===== config.mk =====
export PLATFORM = sky130hd
export DESIGN_NAME = usb_controller
export DESIGN_NICKNAME = d
export VERILOG_FILES = /design/src/rtl/usb_controller.sv
export SDC_FILE = /design/constraint.sdc
export NUM_CORES = 1
export LEC_CHECK = 0
export BUFFER_PORTS_ARGS = -buffer_cell sky130_fd_sc_hd__buf_4
export CAP_MARGIN = 20
export CORE_MARGIN = 5
export CORE_UTILIZATION = 45
export DETAILED_ROUTE_END_ITERATION = 8
export HOLD_SLACK_MARGIN = 0.08
export PLACE_DENSITY_LB_ADDON = 0.3
export SETUP_SLACK_MARGIN = 0.4
export SYNTH_ARGS = -nofsm -noshare
export SYNTH_HDL_FRONTEND = slang
export SYNTH_SLANG_ARGS = --single-unit
export TNS_END_PERCENT = 100

===== constraint.sdc =====
create_clock -name clk -period 2.3 [get_ports clk]
set_clock_uncertainty 0.05 [all_clocks]
set_input_delay 0.115 -clock clk [delete_from_list [all_inputs] [get_ports clk]]
set_output_delay 0.115 -clock clk [all_outputs]
set_load 0.02 [all_outputs]

===== src/rtl/usb_controller.sv =====
// USB-to-SD bridge transaction sequencer: address OUT transaction, then an OUT (SD write)
// or IN (SD read) transaction, driving the SD block and USB transmitter through level handshakes.
module usb_controller #(
  parameter logic [3:0] PID_OUT = 4'b0001,
  parameter logic [3:0] PID_IN  = 4'b1001
) (
  input  logic       clk,
  input  logic       n_rst,
  input  logic       pid_rdy,
  input  logic [3:0] rx_pid,
  input  logic [1:0] rx_packet_done,
  input  logic       sd_done,
  input  logic       sd_err,
  input  logic       tx_done,
  input  logic       tx_err,
  output logic       sd_addr_rdy,
  output logic       sd_write,
  output logic       sd_read,
  output logic       tx_transmit,
  output logic       tx_send_good,
  output logic       tx_send_bad
);

  typedef enum logic [3:0] {
    IDLE,
    TOK1,
    TOK1_REL,
    ADDR_WAIT,
    ADDR_REL,
    ADDR_RDY,
    IDLE2,
    TOK2,
    TOK2_REL,
    DATA_WAIT,
    SELECT_RW,
    WRITE,
    READ,
    ACK,
    SEND_DATA,
    NAK
  } state_t;

  state_t state;
  state_t state_nxt;
  logic   dir;       // 0: write, 1: read
  logic   dir_nxt;

  logic pkt_idle;
  logic pkt_ok;
  logic pkt_err;

  assign pkt_idle = (rx_packet_done == 2'b00);
  assign pkt_ok   = (rx_packet_done == 2'b01);
  assign pkt_err  = rx_packet_done[1];

  always_ff @(posedge clk or posedge n_rst) begin
    if (n_rst) begin
      state <= IDLE;
      dir   <= 1'b0;
    end else begin
      state <= state_nxt;
      dir   <= dir_nxt;
    end
  end

  always_comb begin
    state_nxt    = state;
    dir_nxt      = dir;
    sd_addr_rdy  = 1'b0;
    sd_write     = 1'b0;
    sd_read      = 1'b0;
    tx_transmit  = 1'b0;
    tx_send_good = 1'b0;
    tx_send_bad  = 1'b0;

    case (state)
      IDLE: begin
        if (pid_rdy && rx_pid == PID_OUT) state_nxt = TOK1;
      end
      // Release states make a multi-cycle done level count as a single packet.
      TOK1: begin
        if (pkt_err)     state_nxt = IDLE;
        else if (pkt_ok) state_nxt = TOK1_REL;
      end
      TOK1_REL: begin
        if (pkt_err)       state_nxt = IDLE;
        else if (pkt_idle) state_nxt = ADDR_WAIT;
      end
      ADDR_WAIT: begin
        if (pkt_err)     state_nxt = IDLE;
        else if (pkt_ok) state_nxt = ADDR_REL;
      end
      ADDR_REL: begin
        if (pkt_err)       state_nxt = IDLE;
        else if (pkt_idle) state_nxt = ADDR_RDY;
      end
      ADDR_RDY: begin
        sd_addr_rdy = 1'b1;
        state_nxt   = IDLE2;
      end
      IDLE2: begin
        if (pid_rdy && rx_pid == PID_OUT) begin
          dir_nxt   = 1'b0;
          state_nxt = TOK2;
        end else if (pid_rdy && rx_pid == PID_IN) begin
          dir_nxt   = 1'b1;
          state_nxt = TOK2;
        end
      end
      TOK2: begin
        if (pkt_err)     state_nxt = IDLE;
        else if (pkt_ok) state_nxt = TOK2_REL;
      end
      TOK2_REL: begin
        if (pkt_err)       state_nxt = IDLE;
        else if (pkt_idle) state_nxt = DATA_WAIT;
      end
      // No release wait here: the done level may linger while the SD block works.
      DATA_WAIT: begin
        if (pkt_err)     state_nxt = IDLE;
        else if (pkt_ok) state_nxt = SELECT_RW;
      end
      SELECT_RW: begin
        state_nxt = dir ? READ : WRITE;
      end
      WRITE: begin
        sd_write = 1'b1;
        if (sd_err)       state_nxt = NAK;
        else if (sd_done) state_nxt = ACK;
      end
      READ: begin
        sd_read = 1'b1;
        if (sd_err)       state_nxt = NAK;
        else if (sd_done) state_nxt = SEND_DATA;
      end
      ACK: begin
        tx_transmit  = 1'b1;
        tx_send_good = 1'b1;
        if (tx_done || tx_err) state_nxt = IDLE;
      end
      SEND_DATA: begin
        tx_transmit = 1'b1;
        if (tx_done || tx_err) state_nxt = IDLE;
      end
      NAK: begin
        tx_transmit = 1'b1;
        tx_send_bad = 1'b1;
        if (tx_done || tx_err) state_nxt = IDLE;
      end
      default: state_nxt = IDLE;
    endcase
  end

endmodule


==> summary.md <==
| Metric | Value |
|---|---|
| Clock transition time at the flip-flop clock pins of the worst setup and hold paths | `0.04 ns` |
| Commonest non-fill, non-tap cells in the layout | `30 x sky130_fd_sc_hd__buf_4, 10 x sky130_fd_sc_hd__nor2_1, 6 x sky130_fd_sc_hd__nand2_1, 6 x sky130_fd_sc_hd__inv_1, 6 x sky130_fd_sc_hd__o21ai_0` |
| Quantity of I/O buffers inserted on ports | `18` |
| Internal power consumption | `545 uW` |
| Share of synthesized area occupied by flip-flops and latches | `0.206` |
| Vias | `708` |
| Wire length of the first global-routing pass | `2680 um` |
| Critical path cell sequence | `or4_4, o21ai_2, a221o_1, nand3b_4, mux2_4` |
| Via density | `5.66` |
| Critical path startpoint category | `flop` |
| Routed wire per std cell | `13.7 um` |
| Core region area | `1280 um2` |
| Top Ports | `19` |
| Share of synthesized cell area in full adder, half adder and majority cells | `0` |
| Maximum cell stage delay along the critical path | `0.55 ns` |
| Global placement routability congestion | `0.884` |
| Inserted Clock Buffers | `3` |
| Worst-case setup slack after placement | `0.311 ns` |
| Syn-to-layout area delta | `44.9%` |
| Minimum clock period | `1.90 ns` |
| Num Clock Sinks | `5` |
| Class of the most critical hold timing path | `primary input to flop` |
| Residual DRC | `0` |
| Residual antenna-violating net count after detailed routing | `0` |
| Post-synth ARST share | `1.00` |
| Portion of netlist area occupied by mux cells | `0.101` |
| Setup violation total in the final timing report | `0` |
| Final net count | `124` |
| Top FF cell, synth | `sky130_fd_sc_hd__dfrtp_1` |
| Number of nets in the synthesized netlist | `91` |
| Count of distinct cell types in the synthesized netlist | `37` |
| Number of filler instances in the final layout | `96` |
| Fraction of power consumed by sequential logic | `0.214` |
| Pin count of the biggest net entering global routing | `19` |
| CP top delay family | `simple AND/OR/NAND/NOR gates` |
| Yosys warning count | `0` |
| Count of pins over their slew limit | `0` |
| Final count of hold timing violations | `0` |
| RSZ-0062 raised after global routing | `true` |
| First-pass detailed-route iteration total | `4` |
| Overall power of the completed layout | `923 uW` |
| Crit path max fanout | `6` |
| Commonest non-fill, non-tap cell in the layout | `sky130_fd_sc_hd__buf_4` |
| Static Leak | `0.406 nW` |
| Achievable frequency | `527 MHz` |
| Fraction of the mapped netlist area in simple logic gates | `0.357` |
| H-tree level count | `1` |
| Netlist area before placement | `607 um2` |
| Die width | `46.7 um` |
| Setup TNS after final layout | `0 ns` |
| Final routed wirelength across all metal layers | `1710 um` |
| Clock tree from TritonCTS | `built` |
| Diode insertion count for antenna repair | `0` |
| Number of cell rows | `13` |
| Cells after Synth | `78` |
| Util after Layout | `0.685` |
| Total congestion overflow after global routing | `0` |
| Data arrival time of the worst path | `1.97 ns` |
| Part of the power in combinational logic | `0.678` |
| Post-layout worst setup margin | `0.401 ns` |
| Total routing usage reported by global routing | `0.173` |
| Data required time of the worst path | `2.37 ns` |
| CP max-delay cell | `sky130_fd_sc_hd__or4_4` |
| Post-synthesis xor/xnor area fraction | `0.0144` |
| Slew at the pin closest to its max-slew limit | `0.416 ns` |
| Maximum buffer depth of the clock tree | `2` |
| Source-to-sink clock delay at the later pin of the worst-skew pair | `0.24 ns` |
| Post-synth EDFFs | `0` |
| Fraction of the mapped netlist area in compound gates | `0.227` |
| Syn avg cell area | `7.78 um2` |
| Number of max-cap violations | `0` |
| Total half-perimeter wirelength after legalization and detailed placement | `1110 um` |
| Total die area | `2180 um2` |
| Net switching fraction of the power | `0.410` |
| Worst setup path category | `flop to flop` |
| Peak VDD IR | `0.733 mV` |
| Initial core utilization | `0.472` |
| Die boundary height | `46.7 um` |
| Count of state elements after synthesis | `5` |
| Number of buffer and inverter instances along the worst setup path | `0` |
| Fraction of power consumed by the clock network | `0.108` |
| Result of the run | `finished clean` |
| Main combinational cell family by area after synthesis | `simple AND/OR/NAND/NOR gates` |
| Share of final-layout standard cells stronger than drive strength 1 | `0.427` |
| Number of global-route vias before repair | `642` |
| Endpoint class of the critical path | `flop` |
| Pwr per Cell Area | `1050 nW/um2` |
| Final cycle utilization of the critical path | `0.826` |
| Clock root buffer | `sky130_fd_sc_hd__clkbuf_4` |
| Relative slew margins | `0.719` |
| Number of antenna violations at the first check in global routing | `0` |
| Net switching power figure | `378 uW` |
| Number of design-rule violations left by the first detailed-router iteration | `28` |
## per-stage QoR
stage          instances  hold WS, ns  instance area (um2)
6_report             125        0.193                  880
5_1_grt              125        0.206                  880
2_1_floorplan         78       -0.156                  612
4_1_cts              122        0.199                  853
3_5_place_dp         107      -0.0231                  738
3_3_place_gp         107      -0.0295                  738
## cell type report
| cell class | count | area [um2] | share of cell area |
|---|---|---|---|
| multi-input combinational | 62 | 433 | 0.492 |
| timing repair buffer | 33 | 249 | 0.283 |
| sequential | 5 | 130 | 0.148 |
| clock buffer | 4 | 26.3 | 0.0299 |
| inverter | 6 | 22.5 | 0.0256 |
| tap | 15 | 18.8 | 0.0213 |
## path summary, 6_finish.rpt
kind                                 startpoint                    to  slack, ns  cells past startpoint
max in group asynchronous                 n_rst  state[1]$_DFFE_PP0P_       1.71                      3
min in group asynchronous                 n_rst       dir$_DFFE_PP0P_       0.30                      3
setup / recovery           state[1]$_DFFE_PP0P_  state[0]$_DFFE_PP0P_       0.40                      5
hold reg to reg                 dir$_DFFE_PP0P_       dir$_DFFE_PP0P_       0.50                      1
setup reg to reg           state[1]$_DFFE_PP0P_  state[0]$_DFFE_PP0P_       0.40                      5
hold / removal                        rx_pid[1]       dir$_DFFE_PP0P_       0.19                      4
## kinds of logic (layout without fill, tap and decap cells)
kind of cell              count (synthesis)  after routing
xor gates and xnor gates                  1              1
muxes                                     5              5
AOI/OAI and AO/OA                        20             20
buffers and inverters                    11             43
DFF                                       5              5
and+or+nand+nor                          36             36
## power by group through the flow
stage          registers [mW]  logic [mW]  clock network, mW
3_5_place_dp            0.212       0.450                  0
6_report                0.197       0.626             0.0995
3_3_place_gp            0.209       0.448                  0
4_1_cts                 0.195       0.581              0.103
2_1_floorplan           0.144       0.447                  0
5_1_grt                 0.199       0.681              0.115
## metal layers
layer  GRT usage  wire length [um]  vias to the layer above
met5           0                 0                        -
met3      0.0469               190                        6
met1       0.219               683                      316
met2       0.280               800                       44
met4      0.0663                34                        0
li1            -                 -                      342
## sequential cells by signal, indices dropped and copies added (netlist names)
register,cells
state,4
dir,1
## cell usage after synthesis (2+ instances only)
master / instances / area (um2)
sky130_fd_sc_hd__a21oi_1: 2 / 10.0
sky130_fd_sc_hd__mux2i_1: 2 / 20.0
sky130_fd_sc_hd__nor4bb_1: 2 / 20.0
sky130_fd_sc_hd__nor3_1: 2 / 10.0
sky130_fd_sc_hd__dfrtp_1: 5 / 125
sky130_fd_sc_hd__buf_4: 2 / 15.0
sky130_fd_sc_hd__nor2b_1: 3 / 18.8
sky130_fd_sc_hd__nand2_1: 6 / 22.5
sky130_fd_sc_hd__a211oi_1: 2 / 15.0
sky130_fd_sc_hd__nand3b_1: 2 / 15.0
sky130_fd_sc_hd__mux2_4: 2 / 30.0
sky130_fd_sc_hd__inv_1: 6 / 22.5
sky130_fd_sc_hd__nand2b_1: 4 / 25.0
sky130_fd_sc_hd__o21ai_0: 6 / 30.0
sky130_fd_sc_hd__nor2_1: 10 / 37.5
## worst register-to-register path, cell delays in order, from the launching register on
cell and delay, ns:
sky130_fd_sc_hd__dfrtp_2 0.44, sky130_fd_sc_hd__or4_4 0.55, sky130_fd_sc_hd__o21ai_2 0.12, sky130_fd_sc_hd__a221o_1 0.16, sky130_fd_sc_hd__nand3b_4 0.16, sky130_fd_sc_hd__mux2_4 0.30
## what timing repair did
| item | in CTS | in global routing |
|---|---|---|
| endpoints found under the hold margin | 6 | 0 |
| setup buffers | 9 | 3 |
| setup endpoints to repair | 2 | 4 |
| gates cloned | 0 | 0 |
| resized for setup | 4 | 1 |
| hold buffers | 2 | 0 |
No activity file was read; power rests on OpenSTA's default activity.
